`config.mk`:
```
export PLATFORM = sky130hd
export DESIGN_NAME = vend_ctrl
export DESIGN_NICKNAME = d
export VERILOG_FILES = /design/src/rtl/vend_ctrl.sv
export SDC_FILE = /design/constraint.sdc
export NUM_CORES = 1
export LEC_CHECK = 0
export ABC_AREA = 1
export ABC_CLOCK_PERIOD_IN_PS = 7600
export CORE_MARGIN = 2
export CORE_UTILIZATION = 45
export CTS_BUF_LIST = sky130_fd_sc_hd__clkbuf_4
export CTS_CLUSTER_SIZE = 40
export DETAILED_ROUTE_END_ITERATION = 8
export GPL_ROUTABILITY_DRIVEN = 0
export GPL_TIMING_DRIVEN = 0
export PLACE_DENSITY = 0.63
export SYNTH_ARGS = -nofsm -noshare
export SYNTH_HDL_FRONTEND = slang
export SYNTH_SLANG_ARGS = --single-unit
```
`constraint.sdc`:
```
create_clock -name clk -period 7.6 [get_ports clk]
set_input_delay 1.52 -clock clk [delete_from_list [all_inputs] [get_ports clk]]
set_output_delay 1.52 -clock clk [all_outputs]
set_load 0.03 [all_outputs]
```
`src/rtl/vend_ctrl.sv`:
```
// Vending machine controller: collects Q/D/N coins, requests a dispense at PRICE,
// and returns change or a full refund one coin pulse per cycle.
module vend_ctrl #(
  parameter int unsigned PRICE       = 75,
  parameter int unsigned CREDIT_W    = 8,
  parameter int unsigned ACK_TIMEOUT = 16
) (
  input  logic                clk,
  input  logic                rst,
  input  logic                Q_in,
  input  logic                D_in,
  input  logic                N_in,
  input  logic                cancel,
  input  logic                disp_ack,
  output logic                disp_req,
  output logic                chg_q,
  output logic                chg_d,
  output logic                chg_n,
  output logic                coin_reject,
  output logic                fault,
  output logic                busy,
  output logic [CREDIT_W-1:0] credit
);

  typedef enum logic [1:0] {StIdle, StCollect, StDispense, StChange} state_e;

  // Counter only needs to reach ACK_TIMEOUT-1; the timeout fires on that value.
  localparam int unsigned TmoW = (ACK_TIMEOUT > 1) ? $clog2(ACK_TIMEOUT) : 1;
  localparam logic [TmoW-1:0] TmoLast = TmoW'(ACK_TIMEOUT - 1);

  localparam logic [CREDIT_W-1:0] Price = CREDIT_W'(PRICE);
  localparam logic [CREDIT_W-1:0] Val25 = CREDIT_W'(25);
  localparam logic [CREDIT_W-1:0] Val10 = CREDIT_W'(10);
  localparam logic [CREDIT_W-1:0] Val5  = CREDIT_W'(5);

  state_e                state_q, state_d;
  logic [CREDIT_W-1:0]   credit_q, credit_d;
  logic [TmoW-1:0]       tmo_q, tmo_d;
  logic                  coin_reject_q, coin_reject_d;
  logic                  fault_q, fault_d;

  logic                  coin_any;
  logic                  coin_multi;
  logic                  accept;
  logic [CREDIT_W-1:0]   coin_val;
  logic [CREDIT_W-1:0]   chg_val;

  assign coin_any   = Q_in | D_in | N_in;
  assign coin_multi = (Q_in & D_in) | (Q_in & N_in) | (D_in & N_in);

  always_comb begin
    coin_val = '0;
    if (Q_in) begin
      coin_val = Val25;
    end else if (D_in) begin
      coin_val = Val10;
    end else if (N_in) begin
      coin_val = Val5;
    end
  end

  // Change pulses are decoded from state and credit, so they are Moore outputs.
  always_comb begin
    chg_q = 1'b0;
    chg_d = 1'b0;
    chg_n = 1'b0;
    if (state_q == StChange && credit_q != '0) begin
      if (credit_q >= Val25) begin
        chg_q = 1'b1;
      end else if (credit_q >= Val10) begin
        chg_d = 1'b1;
      end else begin
        chg_n = 1'b1;
      end
    end
  end

  always_comb begin
    chg_val = '0;
    if (chg_q) begin
      chg_val = Val25;
    end else if (chg_d) begin
      chg_val = Val10;
    end else if (chg_n) begin
      chg_val = Val5;
    end
  end

  always_comb begin
    state_d  = state_q;
    credit_d = credit_q;
    tmo_d    = '0;
    fault_d  = 1'b0;
    accept   = 1'b0;

    unique case (state_q)
      StIdle: begin
        accept = 1'b1;
        if (coin_any) begin
          credit_d = credit_q + coin_val;
          state_d  = StCollect;
        end
      end
      StCollect: begin
        if (credit_q >= Price) begin
          credit_d = credit_q - Price;
          state_d  = StDispense;
        end else if (cancel) begin
          state_d = StChange;
        end else begin
          accept = 1'b1;
          if (coin_any) begin
            credit_d = credit_q + coin_val;
          end
        end
      end
      StDispense: begin
        if (disp_ack) begin
          state_d = (credit_q != '0) ? StChange : StIdle;
        end else if (tmo_q == TmoLast) begin
          // Item never left the mechanism: give the price back along with any change.
          fault_d  = 1'b1;
          credit_d = credit_q + Price;
          state_d  = StChange;
        end else begin
          tmo_d = tmo_q + 1'b1;
        end
      end
      StChange: begin
        if (credit_q == '0) begin
          state_d = StIdle;
        end else begin
          credit_d = credit_q - chg_val;
        end
      end
      default: state_d = StIdle;
    endcase

    // An accepting state keeps the highest-priority coin; everything else bounces.
    coin_reject_d = accept ? coin_multi : coin_any;
  end

  always_ff @(posedge clk or posedge rst) begin
    if (rst) begin
      state_q       <= StIdle;
      credit_q      <= '0;
      tmo_q         <= '0;
      coin_reject_q <= 1'b0;
      fault_q       <= 1'b0;
    end else begin
      state_q       <= state_d;
      credit_q      <= credit_d;
      tmo_q         <= tmo_d;
      coin_reject_q <= coin_reject_d;
      fault_q       <= fault_d;
    end
  end

  assign disp_req    = (state_q == StDispense);
  assign busy        = (state_q == StDispense) || (state_q == StChange);
  assign coin_reject = coin_reject_q;
  assign fault       = fault_q;
  assign credit      = credit_q;

endmodule
```
* Word level (Yosys, flattened, before mapping)
Cells that the tools add are included.
Cells by class: muxes and demuxes 39, eq/ne operators 12, add/subtract/negate cells 5, magnitude comparators 3, bitwise logic cells 7, reduce and logical (&&, ||, !) cells 7
Operators by type and width (count):
- two-way mux 8 bit | 6
- one-hot mux 8 bit (4 select lines) | 1
- two-way mux 4 bit | 5
- two-way mux 1 bit | 14
- two-way mux 2 bit | 7
- two-way mux 5 bit | 2
- adder 8 x 7 -> 8 bit, second input constant | 1
- adder 8 bit | 1
- >= comparator 8 x 4 -> 1 bit, second input constant | 1
- >= comparator 8 x 5 -> 1 bit, second input constant | 1
- >= comparator 8 x 7 -> 1 bit, second input constant | 1
- zero test 8 bit | 1
- one-hot mux 2 bit (4 select lines) | 1
- AND reduction 4 bit | 2
- nonzero test 8 bit | 1
- subtractor 8 x 7 -> 8 bit, second input constant | 1
- subtractor 8 bit | 1
- two-way mux 3 bit | 2
- != test 2 bit, second input constant | 3
- != test 3 bit, second input constant | 2
- adder 4 x 1 -> 4 bit, second input constant | 1
- == test 2 bit, second input constant | 2
- == test 4 bit, second input constant | 1
- != test 2 x 1 -> 1 bit, second input constant | 2
- other kinds (8) | 13
Storage, ports and cells: input bits 7, register bits 16

* Depth between registers and ports, before layout
depth in word-level cells 10, gate-level depth with buffers 20, gate-level depth less buffers 20

* Worst setup path before layout
Ideal clock, no wire load.
path kind register -> output, start register credit_q[1], in the netlist credit[1], end output chg_d, buffers on the path 0, arrival 1882 ps, cell stages (with the launch flop) 7, setup slack 4198 ps, cell sequence dfrtp_1 > inv_1 > ha_1 > o211ai_1 > and2_1 > inv_1 > nor2_1
On the way: word-level cells in the longest chain between the ends 4, elaborated cells between the ends (all ways) 7, those cells by class order compare: 2; mux: 3; reduce/logical: 2
RTL lines:
- from (decl) | line 37 | logic [CREDIT_W-1:0] credit_q, credit_d;
- from (signal assigned) | line 152 | credit_q <= credit_d;
- >= comparator 8 x 4 -> 1 bit | line 70 | end else if (credit_q >= Val10) begin
- two-way mux 1 bit | line 70
- two-way mux 1 bit | line 68 | if (credit_q >= Val25) begin
- two-way mux 1 bit * | line 67 | if (state_q == StChange && credit_q != '0) begin
- to (decl) | line 17 | output logic chg_d,
Mark *: on every way between the ends. The rest lies on a longest branch, timed or not.

* Final worst setup path
start register credit_q[1], in the netlist credit[1], end output chg_n
On the way: word-level cells in the longest chain between the ends 4, elaborated cells between the ends (all ways) 7, those cells by class order compare: 2; mux: 3; reduce/logical: 2
RTL lines:
- >= comparator 8 x 4 -> 1 bit | line 70
- two-way mux 1 bit | line 70
- two-way mux 1 bit | line 68
- two-way mux 1 bit * | line 67
- to (decl) | line 18 | output logic chg_n,
Marked as above.

==> run_results.csv <==
group,metric,value,unit
drt,detail_route.first_pass.iterations,4,
drt,wl_met1,2447,µm
synth,synth_fp_nets,339,
sta,layout_setup_ws,3.418,ns
pwr,cellInternalPower,483.3,µW
sta,tightestPinTransition,0.6974,ns
clock_tree,cts_num_sinks,16,
drt,wirelength,5145,µm
place,placed_area,2246,µm²
pwr,power_frac_seq,16.6,%
critical_path,ff2ff_path_depth,19,
floorplan,row_count,24,
clock_tree,clk_path_buf_depth,2,
hold_path,worst_hold_path.num_cells,1,
sta,max_freq,0.2391,GHz
clock_tree,cts_repair_resize_count,0,
drt,vias,2029,
synth,post_synth_adder_cell_area,13.97,%
layout,mostFrequentLayoutCells,"88 x sky130_fd_sc_hd__nand2_1, 36 x sky130_fd_sc_hd__nor2_1, 34 x sky130_fd_sc_hd__inv_1, 34 x sky130_fd_sc_hd__nand3_1, 21 x sky130_fd_sc_hd__clkdlybuf4s50_1",
global_routing,groute.usage.overall,22.83,%
sta,final.setup.tns,0,ns
floorplan,design.core.area,4294,µm²
floorplan,initial_core_util,45.89,%
global_routing,initial_antenna_violation_count,0,
clock_tree,clock_tree.root_cell,"sky130_fd_sc_hd__clkbuf_4",
clock_tree,cts-buffers-inserted,3,
pwr,peakVddDrop,178.2,µV
critical_path,worstSetupStartpointType,"flip-flop",
critical_path,crit_path_max_incr_delay,0.69,ns
drt,route.detailed.wl_per_inst,13.23,µm
clock_tree,number_of_hold_buffers_added_after_cts,0,
layout,syn2layout_area_growth,15.30,%
global_routing,gr-total-overflow,0,
critical_path,critical_path_rt,6.08,ns
floorplan,dieHeight,70.18,µm
sta,setup_repair_after_global_routing_missed_its_margin,"no",
critical_path,cp_data_arrival_time,2.66,ns
drt,detailed_route_drc_error_count,0,
synth,ys_seq_elements,16,
pwr,p_per_area,514.8,nW/µm²
critical_path,worstPathMaxFanout,10,
synth,syn_area_per_cell,6.316,µm²
place,io_buffer_count,21,
drt,dr.first_iter.drc_count,102,
layout,postLayoutCellArea,2272,µm²
sta,finalCritPeriodShare,55.03,%
layout,mostFrequentLayoutCell,"sky130_fd_sc_hd__nand2_1",
synth,yosys_warnings,0,
critical_path,cp-end-kind,"primary output",
synth,synth_enable_flop_cells,0,
sta,max_slew_headroom_at_the_worst_pin,53.45,%
critical_path,critPathTopFamily,"buffers and inverters",
synth,synth_compound_gate_area_share,10.48,%
layout,final_nets,365,
critical_path,crit_path_cell_trace,"inv_1, ha_1, inv_1, nor3_1, nand2_1, nand2_1, nor2_1, clkdlybuf4s50_1",
global_routing,grt_start_max_net_pins,17,
place,dp_worst_setup_slack,3.762,ns
synth,synth-seq-area-share,20.32,%
global_routing,grt_pass1_vias,1919,
synth,async_flop_share,100.0,%
hold_path,hold_path_class,"flip-flop to flip-flop",
clock_tree,cts.htree.levels,1,
layout,n_antenna_cell,0,
pwr,p_leak,1.156,nW
drt,top_layer,"met4",
synth,synthCells,312,
synth,synth-main-ff-cell,"sky130_fd_sc_hd__dfrtp_1",
critical_path,critical_path_class,"flip-flop to primary output",
critical_path,path_depth,8,
layout,layoutNonFillerInstCount,389,
sta,fin_crit,4.182,ns
sta,number_of_endpoints_failing_setup_at_the_final_stage,0,
critical_path,cp.buffers_inverters,3,
place,placed_cells,385,
pwr,switching_share,58.68,%
synth,synthesis.area,1971,µm²
clock_tree,tritoncts_clock_tree,"built",
floorplan,top_level_ports,22,
sta,fin_worst_skew,0.003064,ns
synth,synth.distinct_cells,37,
pwr,pwr-share-comb,79.2,%
clock_tree,path_clk_slew,0.11,ns
pwr,clkPwrFrac,4.2,%
flow_run,cap_viol_max_count,0,
sta,final_count_of_pins_violating_max_slew,0,
clock_tree,clk-insertion-delay-late,0.29,ns
pwr,power.switching,686.5,µW
sta,hold_violations,0,
outcome,outcome,"finished, final reports clean",
drt,final_antenna_net_count,0,
clock_tree,postCtsSetupRepairBufs,0,
drt,dr_wl_met3,233,µm
synth,synth_mux_area_share,0,%
drt,routed_via_density,5.216,
layout,final_layout_size_suffix_gt1_share,9.496,%
drt,met2WireLength,2403,µm
floorplan,dieArea,4925,µm²
synth,yosys.area_share.simple,43.17,%
synth,combinational_family_with_the_most_area_after_synthesis,"simple AND/OR/NAND/NOR gates",
critical_path,slowest_library_cell_on_the_worst_path,"sky130_fd_sc_hd__clkdlybuf4s50_1",
synth,post_synth_xor_area_fraction,2.222,%
floorplan,die_w,70.18,µm
global_routing,grt_pass1_wl,8990,µm
place,dp.final_hpwl,4116,µm
==> cells by family after synthesis <==
kind of cell,count (synthesis)
buffers and inverters,48
DFF,16
AOI/OAI and AO/OA,34
and+or+nand+nor,188
xor gates and xnor gates,5
adders and majority gates,21
==> worst paths after layout <==
| path | end | start | slack, ns |
|---|---|---|---|
| setup / recovery | chg_n | credit[1] | 3.42 |
| hold / removal | tmo_q[0] | tmo_q[0] | 0.48 |
| setup reg to reg | credit[4] | credit[1] | 4.26 |
| hold reg to reg | tmo_q[0] | tmo_q[0] | 0.48 |
| max in group asynchronous | state_q[1] | rst | 5.53 |
| min in group asynchronous | credit[1] | rst | 1.62 |
==> power groups by stage <==
stage                     Combinational (mW)  Sequential (mW)  Clock, mW
final                                  0.926            0.194     0.0496
after global routing                    1.05            0.203     0.0539
after CTS                              0.925            0.193     0.0507
after detailed placement               0.920            0.195          0
after global placement                 0.915            0.195          0
after floorplan                        0.655            0.221          0
==> per-layer routing <==
layer	track usage [%]	vias up
met3	1.876	6
met4	6.410	0
met2	38.73	52
met5	0	-
li1	-	1067
met1	31.17	904
==> cells in the mapped netlist (3+ instances only) <==
master                     instances  share of area (%)
sky130_fd_sc_hd__a21oi_1          12                3.0
sky130_fd_sc_hd__dfrtp_1          16                 20
sky130_fd_sc_hd__ha_1             18                 11
sky130_fd_sc_hd__inv_1            34                6.5
sky130_fd_sc_hd__inv_2             9                1.7
sky130_fd_sc_hd__nand2_1          88                 17
sky130_fd_sc_hd__nand2_2           5                1.6
sky130_fd_sc_hd__nand2_4           3                1.7
sky130_fd_sc_hd__nand3_1          34                8.6
sky130_fd_sc_hd__nand3b_1          4                1.5
sky130_fd_sc_hd__nand4_1           7                2.2
sky130_fd_sc_hd__nor2_1           36                6.9
sky130_fd_sc_hd__nor3_1            5                1.3
sky130_fd_sc_hd__o21ai_0           7                1.8
sky130_fd_sc_hd__xor2_1            3                1.3
==> metrics by stage <==
step,util (%),power (mW),hold slack [ns]
after floorplan,-,0.8760,0.4323
after global placement,52.30,1.110,0.4563
after detailed placement,52.30,1.115,0.4733
after CTS,52.91,1.169,0.4859
after global routing,52.91,1.310,0.4997
final,52.91,1.170,0.4778
==> sequential cells by signal (all words and copies together), names as in the netlist <==
name         flops
credit           8
fault            1
state_q          2
tmo_q            4
coin_reject      1
==> worst reg2reg max path: stages (launching register included) <==
cell and delay, ns:
sky130_fd_sc_hd__dfrtp_1 0.55, sky130_fd_sc_hd__inv_1 0.24, sky130_fd_sc_hd__ha_1 0.18, sky130_fd_sc_hd__inv_1 0.04, sky130_fd_sc_hd__nor3_1 0.28, sky130_fd_sc_hd__nand2_1 0.18
sky130_fd_sc_hd__nand2_1 0.19, sky130_fd_sc_hd__nor2_1 0.10, sky130_fd_sc_hd__nor2_1 0.15, sky130_fd_sc_hd__o21ai_0 0.17, sky130_fd_sc_hd__ha_1 0.22, sky130_fd_sc_hd__inv_1 0.06
sky130_fd_sc_hd__fa_1 0.25, sky130_fd_sc_hd__nand2_1 0.07, sky130_fd_sc_hd__a21oi_1 0.16, sky130_fd_sc_hd__o21ai_0 0.10, sky130_fd_sc_hd__nand3b_1 0.11, sky130_fd_sc_hd__nand3_1 0.08
sky130_fd_sc_hd__nand2_1 0.07, sky130_fd_sc_hd__nand2_1 0.05
==> cell type report <==
| type | instances | area [µm²] |
|---|---|---|
| Clock inverter | 1 | 3.754 |
| Buffer | 3 | 20.02 |
| Timing Repair Buffer | 21 | 210.2 |
| Inverter | 45 | 173.9 |
| Fill cell | 447 | 2022 |
| Clock buffer | 3 | 22.52 |
| Sequential cell | 16 | 400.4 |
| Multi-Input combinational cell | 248 | 1376 |
| Tap cell | 52 | 65.06 |
Note: power is estimated with default switching activity, not from simulation.
